[config.mk]
export PLATFORM = sky130hd
export DESIGN_NAME = parallel_input_ctrl_flat
export DESIGN_NICKNAME = d
export VERILOG_FILES = /design/src/rtl/parallel_input_ctrl_pkg.sv /design/src/rtl/parallel_input_ctrl_if.sv /design/src/rtl/parallel_input_ctrl_pic_fifo.sv /design/src/rtl/parallel_input_ctrl.sv /design/src/flat_wrapper.sv
export SDC_FILE = /design/constraint.sdc
export NUM_CORES = 1
export LEC_CHECK = 0
export CORE_ASPECT_RATIO = 0.7
export CORE_MARGIN = 2
export CORE_UTILIZATION = 57
export DETAILED_ROUTE_END_ITERATION = 10
export PLACE_DENSITY = 0.83
export RECOVER_POWER = 100
export SLEW_MARGIN = 10
export SYNTH_ARGS = -nofsm -noshare
export SYNTH_HDL_FRONTEND = slang
export SYNTH_SLANG_ARGS = --single-unit
[constraint.sdc]
create_clock -name CLK -period 3.65 [get_ports CLK]
set_input_delay 0.73 -clock CLK [delete_from_list [all_inputs] [get_ports CLK]]
set_output_delay 0.73 -clock CLK [all_outputs]
set_load 0.02 [all_outputs]
[src/rtl/parallel_input_ctrl_pkg.sv]
// Shared definitions for the parallel input controller: bus encodings,
// status register layout and the device handshake state type.
package parallel_input_ctrl_pkg;

  localparam logic [1:0] RW_READ  = 2'b10;
  localparam logic [1:0] RW_WRITE = 2'b11;

  localparam logic ADDR_SR = 1'b0;
  localparam logic ADDR_BR = 1'b1;

  localparam int SR_RDY  = 7;
  localparam int SR_FULL = 6;
  localparam int SR_IE   = 0;

  typedef enum logic [1:0] {
    DEV_IDLE    = 2'd0,
    DEV_CAPTURE = 2'd1,
    DEV_ACK     = 2'd2
  } dev_state_t;

  function automatic logic [7:0] make_sr(input logic rdy, input logic full, input logic ie);
    logic [7:0] sr;
    sr          = 8'h00;
    sr[SR_RDY]  = rdy;
    sr[SR_FULL] = full;
    sr[SR_IE]   = ie;
    return sr;
  endfunction

endpackage

[src/rtl/parallel_input_ctrl_if.sv]
// CPU register bus and device strobe/acknowledge signals of the controller.
interface parallel_input_ctrl_if;
  logic [1:0] RW;
  logic       ADDR;
  logic [7:0] Din;
  logic [7:0] Dout;
  logic       IRQ;
  logic [7:0] PD;
  logic       STB;
  logic       ACK;

  modport master (
    output RW, ADDR, Din, PD, STB,
    input  Dout, IRQ, ACK
  );

  modport slave (
    input  RW, ADDR, Din, PD, STB,
    output Dout, IRQ, ACK
  );
endinterface

[src/rtl/parallel_input_ctrl_pic_fifo.sv]
// Synchronous receive FIFO with flush; flush overrides push and pop.
// The head entry is presented combinationally for the register read path.
module pic_fifo #(
  parameter  int DEPTH = 4,
  parameter  int WIDTH = 8,
  localparam int AW    = $clog2(DEPTH),
  localparam int CW    = AW + 1
) (
  input  logic             clk,
  input  logic             rst_n,
  input  logic             push,
  input  logic             pop,
  input  logic             flush,
  input  logic [WIDTH-1:0] din,
  output logic [WIDTH-1:0] head,
  output logic             full,
  output logic             empty,
  output logic [CW-1:0]    count
);

  logic [WIDTH-1:0] mem [DEPTH];
  logic [AW-1:0]    wr_ptr;
  logic [AW-1:0]    rd_ptr;
  logic [CW-1:0]    cnt;
  logic             do_push;
  logic             do_pop;

  assign empty   = (cnt == '0);
  assign full    = (cnt == CW'(DEPTH));
  assign count   = cnt;
  assign head    = mem[rd_ptr];
  assign do_pop  = pop & ~empty;
  assign do_push = push & (~full | do_pop);

  // DEPTH is a power of two, so the pointers wrap by plain overflow.
  always_ff @(posedge clk or negedge rst_n) begin
    if (!rst_n) begin
      wr_ptr <= '0;
      rd_ptr <= '0;
      cnt    <= '0;
    end else if (flush) begin
      wr_ptr <= '0;
      rd_ptr <= '0;
      cnt    <= '0;
    end else begin
      if (do_push) wr_ptr <= wr_ptr + AW'(1);
      if (do_pop)  rd_ptr <= rd_ptr + AW'(1);
      case ({do_push, do_pop})
        2'b10:   cnt <= cnt + CW'(1);
        2'b01:   cnt <= cnt - CW'(1);
        default: cnt <= cnt;
      endcase
    end
  end

  always_ff @(posedge clk) begin
    if (do_push && !flush) mem[wr_ptr] <= din;
  end

endmodule

[src/rtl/parallel_input_ctrl.sv]
// Parallel input controller: captures device bytes over a strobe/ack
// handshake into a FIFO and presents them to the CPU via SR/BR registers.
module parallel_input_ctrl
  import parallel_input_ctrl_pkg::*;
#(
  parameter int DEPTH = 4
) (
  input logic                   CLK,
  input logic                   RSTn,
  parallel_input_ctrl_if.slave  bus
);

  localparam int CW = $clog2(DEPTH) + 1;

  logic          stb_meta;
  logic          s_stb;
  dev_state_t    state;
  logic          ack_q;
  logic          ie;
  logic          irq_q;
  logic [7:0]    dout_q;

  logic          push;
  logic          pop;
  logic          flush;
  logic          full;
  logic          empty;
  logic [7:0]    head;
  logic [CW-1:0] count;
  logic          cpu_read;
  logic          cpu_write;
  logic [7:0]    sr;
  logic          unused_din;

  assign cpu_read   = (bus.RW == RW_READ);
  assign cpu_write  = (bus.RW == RW_WRITE);
  assign sr         = make_sr(count != '0, count == CW'(DEPTH), ie);
  assign pop        = cpu_read && (bus.ADDR == ADDR_BR) && !empty;
  assign flush      = cpu_write && (bus.ADDR == ADDR_SR) && bus.Din[1];
  assign push       = (state == DEV_CAPTURE);
  assign unused_din = ^bus.Din[7:2];

  assign bus.ACK  = ack_q;
  assign bus.IRQ  = irq_q;
  assign bus.Dout = dout_q;

  pic_fifo #(
    .DEPTH (DEPTH),
    .WIDTH (8)
  ) u_fifo (
    .clk   (CLK),
    .rst_n (RSTn),
    .push  (push),
    .pop   (pop),
    .flush (flush),
    .din   (bus.PD),
    .head  (head),
    .full  (full),
    .empty (empty),
    .count (count)
  );

  // STB comes from the device clock domain.
  always_ff @(posedge CLK or negedge RSTn) begin
    if (!RSTn) begin
      stb_meta <= 1'b0;
      s_stb    <= 1'b0;
    end else begin
      stb_meta <= bus.STB;
      s_stb    <= stb_meta;
    end
  end

  // A strobe seen while full simply waits in IDLE, which is the backpressure.
  always_ff @(posedge CLK or negedge RSTn) begin
    if (!RSTn) begin
      state <= DEV_IDLE;
      ack_q <= 1'b0;
    end else begin
      case (state)
        DEV_IDLE: begin
          if (s_stb && !full) state <= DEV_CAPTURE;
        end
        DEV_CAPTURE: begin
          state <= DEV_ACK;
          ack_q <= 1'b1;
        end
        DEV_ACK: begin
          if (!s_stb) begin
            state <= DEV_IDLE;
            ack_q <= 1'b0;
          end
        end
        default: begin
          state <= DEV_IDLE;
          ack_q <= 1'b0;
        end
      endcase
    end
  end

  always_ff @(posedge CLK or negedge RSTn) begin
    if (!RSTn) begin
      ie     <= 1'b0;
      dout_q <= 8'h00;
      irq_q  <= 1'b1;
    end else begin
      if (cpu_write && (bus.ADDR == ADDR_SR)) ie <= bus.Din[SR_IE];
      if (cpu_read) begin
        if (bus.ADDR == ADDR_SR) dout_q <= sr;
        else                     dout_q <= empty ? 8'h00 : head;
      end
      irq_q <= ~(ie & sr[SR_RDY]);
    end
  end

endmodule
[src/flat_wrapper.sv]
// flat-port wrapper written by rule: the top's interface ports become plain ports
module parallel_input_ctrl_flat import parallel_input_ctrl_pkg::*;
#(
  parameter int DEPTH = 4
)
  (CLK, RSTn, bus_RW, bus_ADDR, bus_Din, bus_PD, bus_STB, bus_Dout, bus_IRQ, bus_ACK);
  parallel_input_ctrl_if bus_i ();
  input logic CLK;
  input logic RSTn;
  input wire logic [$bits(bus_i.RW)-1:0] bus_RW;
  input wire logic [$bits(bus_i.ADDR)-1:0] bus_ADDR;
  input wire logic [$bits(bus_i.Din)-1:0] bus_Din;
  input wire logic [$bits(bus_i.PD)-1:0] bus_PD;
  input wire logic [$bits(bus_i.STB)-1:0] bus_STB;
  output wire logic [$bits(bus_i.Dout)-1:0] bus_Dout;
  output wire logic [$bits(bus_i.IRQ)-1:0] bus_IRQ;
  output wire logic [$bits(bus_i.ACK)-1:0] bus_ACK;
  assign bus_i.RW = bus_RW;
  assign bus_i.ADDR = bus_ADDR;
  assign bus_i.Din = bus_Din;
  assign bus_i.PD = bus_PD;
  assign bus_i.STB = bus_STB;
  assign bus_Dout = bus_i.Dout;
  assign bus_IRQ = bus_i.IRQ;
  assign bus_ACK = bus_i.ACK;
  parallel_input_ctrl #(.DEPTH(DEPTH)) u_core (.CLK(CLK), .RSTn(RSTn), .bus(bus_i));
endmodule
After elaboration in Yosys (flattened, before gate mapping). Memories as Yosys holds them, arrays and structs flattened. Index checks and enable logic that the tools add are counted. Widths: inputs -> output; s select.

Register bits: 22. Bits in writable memories: 32. Input bits: 22. Output and inout bits: 10. Word-level logic and storage cells: 65. Memories kept: 1.

Add/subtract/negate cells: 4. Eq/ne operators: 9. Mux-type cells: 15. Bitwise logic cells: 9. Reductions and logical operators: 17.

Memories: u_core.u_fifo.mem (words 4, bits a word 8, read ports 1, clocked after memory_dff 0, wr ports 1, line parallel_input_ctrl_pic_fifo.sv:21) `logic [WIDTH-1:0] mem [DEPTH];`.

Operators with widths (number): $mux 8 (2); $mux 2 (6); $eq 2x2->1 const B (4); $logic_and 1x1->1 (6); $pmux 2 s3 (1); $pmux 3 s2 (1); $reduce_bool 3->1 (2); $not 1->1 (5); $add 2x1->2 const B (2); $eq 2x1->1 const B (2); $reduce_and 2->1 (2); $reduce_bool 2->1 (2); $add 3x1->3 const B (1); $and 1x1->1 (3); $eq 3x3->1 const B (1); $logic_not 1->1 (3); $logic_not 3->1 (1); $mux 1 (3); $mux 3 (1); $pmux 1 s3 (1); $sub 3x1->3 const B (1); $logic_not 2->1 (1); $ne 2x1->1 const B (1); $ne 2x2->1 const B (1); $or 1x1->1 (1).

Logic depth before layout (Yosys ltp).
Word-level depth: 9. Mapped depth: 9. Depth with buffers taken out: 9.

Hierarchy. Synthesis repeated with hierarchy kept, for this count alone.

Cell total of the unflattened synthesis: 158. Area, all modules: 2382.3 µm².

By module, submodules not included: pic_fifo (times used 1, cells an instance 110, area each 1752.9 µm², sequential area each 1136.1 µm²); parallel_input_ctrl (times used 1, cells an instance 48, area each 629.4 µm², sequential area each 376.6 µm²).

Worst setup path after synthesis. No wires, ideal clock.

Kind: input to register. Start: input port bus_RW[0]. End: register u_core.u_fifo.cnt[2] (netlist: u_core.u_fifo.count[2]). Setup time: 0.127 ns. Arrival: 2.034 ns. Data required time: 3.523 ns. Setup slack: 1.490 ns. Cell stages on the path: 9. Buffers on the path: 0. Cells stage by stage: nand2b_4 > nor2_2 > nand2_1 > fa_1 > inv_1 > nor4b_1 > a31oi_1 > xor2_1 > nor2_1.

Word-level cells in the longest chain between the ends: 9. Elaborated cells on any way between the ends: 14. Those cells by class: eq/ne (4); mux (2); bitwise (3); reduce/logical (5).

Ends and longest elaborated chain: from (decl) (line flat_wrapper.sv:10) `input wire logic [$bits(bus_i.RW)-1:0] bus_RW;`; $eq 2x2->1 (line parallel_input_ctrl.sv:35) `assign cpu_read = (bus.RW == RW_READ);`; $logic_and 1x1->1 (2 in series) (line parallel_input_ctrl.sv:38) `assign pop = cpu_read && (bus.ADDR == ADDR_BR) && !empty;`; $and 1x1->1 (line parallel_input_ctrl_pic_fifo.sv:32) `assign do_pop = pop & ~empty;`; $or 1x1->1 (line parallel_input_ctrl_pic_fifo.sv:33) `assign do_push = push & (~full | do_pop);`; $and 1x1->1 (line parallel_input_ctrl_pic_fifo.sv:33); $eq 2x1->1 / $eq 2x2->1 (equally long branches) (line parallel_input_ctrl_pic_fifo.sv:48) `case ({do_push, do_pop})`; $pmux 3 s2 (line parallel_input_ctrl_pic_fifo.sv:48); $mux 3 (line parallel_input_ctrl_pic_fifo.sv:41) `end else if (flush) begin`; to (signal assigned) (line parallel_input_ctrl_pic_fifo.sv:49) `2'b10: cnt <= cnt + CW'(1);`; to (signal assigned) (line parallel_input_ctrl_pic_fifo.sv:50) `2'b01: cnt <= cnt - CW'(1);`; to (signal assigned) (line parallel_input_ctrl_pic_fifo.sv:51) `default: cnt <= cnt;`; to (decl) (line parallel_input_ctrl_pic_fifo.sv:24) `logic [CW-1:0] cnt;`.

Several ways; a longest one is shown, not always the timed one. A chain may end at the register's enable or synchronous reset.

Worst setup path in the final report.
Start: input port bus_ADDR. End: register u_core.u_fifo.cnt[2] (netlist: u_core.u_fifo.count[2]).

Word-level cells in the longest chain between the ends: 8. Elaborated cells on any way between the ends: 13. Those cells by class: eq/ne (2); mux (2); bitwise (4); reduce/logical (5).

Ends and longest elaborated chain: from (decl) (line flat_wrapper.sv:11) `input wire logic [$bits(bus_i.ADDR)-1:0] bus_ADDR;`; $logic_and 1x1->1 (2 in series) (line parallel_input_ctrl.sv:38); $and 1x1->1 (line parallel_input_ctrl_pic_fifo.sv:32); $or 1x1->1 (line parallel_input_ctrl_pic_fifo.sv:33); $and 1x1->1 (line parallel_input_ctrl_pic_fifo.sv:33); $eq 2x1->1 / $eq 2x2->1 (equally long branches) (line parallel_input_ctrl_pic_fifo.sv:48); $pmux 3 s2 (line parallel_input_ctrl_pic_fifo.sv:48); $mux 3 (line parallel_input_ctrl_pic_fifo.sv:41).

Several ways; a longest one is shown, not always the timed one.

==> results.md <==
- Part of the Yosys area used for sequential elements: around two thirds
- Wire length of the first global-routing pass: 6300 um
- Status: finished clean
- Instance count of the mapped netlist: 138
- Cells traversed along the worst timing path: dlygate4sd3_1, o31ai_1, nor2_1, nand2_1, fa_1, inv_1, nor4b_1, a31oi_1, xor2_1, nor2_1
- Crit share post-route: 80.2%
- Library cells used by synthesis: 37
- RSZ-0062 raised after global routing: false
- Non-filler cells in the finished layout: 217
- Max FO, Critical Path: 8
- Internal power consumption: 1190 uW
- Global-route usage over all layers: 19.7%
- Power per standard cell area: 679 mW/mm2
- DRC violations left: 0
- HPWL after DPL: 2700 um
- Quantity of gates resized following cts: 0
- Count of buffering cells on the critical path with inverters included: 2
- Number of buffers inserted by hold repair at cts: 0
- Data required time at the worst endpoint: 3.83 ns
- Total number of clock tree sinks: 54
- Power share of the clock group: 17.6%
- Post-route clock skew: 0.00396 ns
- Total power draw: 1740 uW
- Detailed-route via count: 1248
- Width of the chip: 78.4 um
- Gpl congestion: 0.728
- Sequential cell area: ~0.0015 mm2
- Number of optimization iterations in the first detailed-route pass: 4
- Max Freq: ~0.34 GHz
- LEAKAGE: 0.000991 uW
- Ys Warns: 0
- Longest individual stage delay on the worst path: 0.64 ns
- Average via count per standard cell: 5.75
- Slowest library cell on the worst path: sky130_fd_sc_hd__dlygate4sd3_1
- Endpoints failing hold: 0
- Buffers added on ports: 25
- Count of state elements after synthesis: 54
- Path class of the lowest-slack min-delay path: flop to flop
- Growth of design area from synthesis to finish: 16.1%
- Clock Path Buffers: 2
- Fraction of registers with async set/reset: 40.7%
- Setup bufs post-CTS: 0
- Critical path data arrival time: 3.10 ns
- Antenna diode instance count: 0
- CTS clk-pin slew, worst paths: 0.08 ns
- Routed len/inst: 17.6 um
- Total wirelength of the detailed-routed design: ~3800 um
- Top delay family on crit path: simple AND/OR/NAND/NOR gates
- Final nets: 193
- Commonest register cell after synthesis: sky130_fd_sc_hd__edfxtp_1
- Multi-input logic area: 636 um2
- Max Cap Violations: 0
- Worst path setup slack after routing: 0.724 ns
- Endpoint kind of the worst setup timing path: flop
- Combinational share of power: 30.9%
- Critical Path Most Common Cell: sky130_fd_sc_hd__nor2_1
- Iter 0 DRT Violations: 66
- Total setup violations reported at the end of the flow: 0
- Worst-Skew Late Latency: a little under 0.3 ns
- Post-synthesis net count: roughly 170
- Standard-cell row count: 18
- Number of I/O pins: 32
- Synth Cell Area: 0.00221 mm2
- Clock tree from TritonCTS: done
- Vertical extent of the die: 56.1 um
- Sw Pwr: 558 uW
- Syn Area/Cell: 16.0 um2
- Core Region: 0.00363 mm2
- Residual antenna-violating net count after detailed routing: 0
- Starting Density: 61.0%
- Inserted Clock Buffers: 5
- Slew at the pin closest to its max-slew limit: 0.984 ns
- Max Slew Vio Count: 0
- Via count of the first global-routing pass: 1319
- Worst ir drop on vdd: approximately 310 uV
- Post-synth EDFFs: 32
- Placed cell count: approximately 210
- Max-Slew Margin vs Limit: 34.2%
- Floorplan die area: 0.00440 mm2
- Ratio of cells with drive above 1 in the final layout: a little under an eighth
- Class of the most critical setup path: primary input to flop
- Share of total power in sequential cells: 51.5%
- Net switching share of the total power: about a third
- Filler cells: 236
- Maximum level of the CTS H-tree: 2
- GR Overflow Total: 0
- Min Tclk post-route: ~3 ns
- Post-place setup slack: 0.649 ns
- Number of antenna violations at the first check in global routing: 0
- Largest net degree at the start of global routing: 23
- Root buf cell: sky130_fd_sc_hd__clkbuf_8
- Final total negative setup slack: 0 ns
- Critical Path Source Type: primary input
-- synth_stat cells, types with 2 or more instances --
library cell | n | area share, %
sky130_fd_sc_hd__nand3_1 | 2 | 0.45
sky130_fd_sc_hd__dfrtp_1 | 21 | 24
sky130_fd_sc_hd__inv_1 | 7 | 1.2
sky130_fd_sc_hd__mux4_2 | 8 | 8.1
sky130_fd_sc_hd__edfxtp_1 | 32 | 43
sky130_fd_sc_hd__a21oi_1 | 4 | 0.91
sky130_fd_sc_hd__clkbuf_1 | 3 | 0.51
sky130_fd_sc_hd__o21ai_0 | 4 | 0.91
sky130_fd_sc_hd__xnor2_1 | 4 | 1.6
sky130_fd_sc_hd__xor2_1 | 2 | 0.79
sky130_fd_sc_hd__a22o_1 | 5 | 2.0
sky130_fd_sc_hd__nor2_1 | 9 | 1.5
sky130_fd_sc_hd__nand2_1 | 6 | 1.0
sky130_fd_sc_hd__and3_1 | 5 | 1.4
sky130_fd_sc_hd__ha_1 | 4 | 2.3
-- power groups by stage --
stage | registers, uW | logic, uW | clock network [uW]
5_1_grt | 916 | 595 | 336
2_1_floorplan | 905 | 365 | 0
4_1_cts | 904 | 569 | 311
6_report | 897 | 539 | 308
3_5_place_dp | 917 | 565 | 0
3_3_place_gp | 902 | 535 | 0
-- cells in the final DEF (no fill, tap or decap), drive strengths merged, types with 5 or more instances in the layout --
cell type	count
a22o	5
clkbuf	7
a21oi	5
nand2	6
inv	7
dlygate4sd3	21
nor2	10
edfxtp	32
dfrtp	21
mux4	8
and3	5
-- final timing paths --
path	slack, ns	start	endpoint	cells after the start
worst max-delay path	0.72	bus_ADDR	u_core.u_fifo.count[2]$_DFFE_PN0P_	10
worst min-delay path	0.37	u_core.stb_meta$_DFF_PN0_	u_core.s_stb$_DFF_PN0_	0
worst max register to register	1.39	u_core.u_fifo.count[1]$_DFFE_PN0P_	u_core.u_fifo.count[2]$_DFFE_PN0P_	9
worst min register to register	0.37	u_core.stb_meta$_DFF_PN0_	u_core.s_stb$_DFF_PN0_	0
max in group asynchronous	2.02	RSTn	u_core.u_fifo.count[2]$_DFFE_PN0P_	1
min in group asynchronous	1.04	RSTn	u_core.bus.Dout[2]$_DFFE_PN0N_	1
-- sequential cells by signal (all words and copies together), names as in the netlist --
signal / count
u_core.bus.ACK: 1
u_core.bus.Dout: 8
u_core.bus.IRQ: 1
u_core.ie: 1
u_core.s_stb: 1
u_core.state: 2
u_core.stb_meta: 1
u_core.u_fifo.count: 3
u_core.u_fifo.mem: 32
u_core.u_fifo.rd_ptr: 2
u_core.u_fifo.wr_ptr: 2
-- cells by family (layout without fill, tap and decap cells) --
kind of cell,count (synthesis),after routing,synth area share (%)
AO/OA/AOI/OAI,18,18,5.83
multiplexers,10,10,9.28
XOR/XNOR,6,6,2.38
buffers and inverters,11,40,1.92
flip-flops,54,54,68.4
AND/OR/NAND/NOR,34,34,9.00
adder cells (fa/ha/maj),5,5,3.17
-- worst register-to-register path, cell delays in order, from the launching register on --
cell	delay (ns)
sky130_fd_sc_hd__dfrtp_1	0.42
sky130_fd_sc_hd__o31ai_1	0.14
sky130_fd_sc_hd__nor2_1	0.52
sky130_fd_sc_hd__nand2_1	0.14
sky130_fd_sc_hd__fa_1	0.40
sky130_fd_sc_hd__inv_1	0.08
sky130_fd_sc_hd__nor4b_1	0.05
sky130_fd_sc_hd__a31oi_1	0.19
sky130_fd_sc_hd__xor2_1	0.16
sky130_fd_sc_hd__nor2_1	0.05
-- routing by layer --
| metal | vias up | wire, um | track usage [%] |
|---|---|---|---|
| met2 | 50 | 1910 | 31.4 |
| li1 | 567 | - | - |
| met1 | 619 | 1660 | 25.6 |
| met4 | 0 | 73 | 7.52 |
| met5 | - | 0 | 0 |
| met3 | 12 | 189 | 6.17 |
-- area by class of cell --
cell class                      instances  share of cell area, %
Clock buffer                            7                   2.97
Clock inverter                          1                  0.146
Inverter                                7                   1.02
Multi-Input combinational cell         73                   24.8
Sequential cell                        54                   58.9
Tap cell                               50                   2.44
Timing Repair Buffer                   25                   9.75
-- metrics by stage --
stage | hold WS [ns] | area (um2) | util (%)
3_5_place_dp | 0.359 | 2510 | 69.2
2_1_floorplan | 0.331 | 2210 | -
4_1_cts | 0.378 | 2590 | 71.4
3_3_place_gp | 0.349 | 2510 | 69.2
6_report | 0.374 | 2570 | 70.8
5_1_grt | 0.386 | 2570 | 70.8
(Power assumes the default switching activity.)
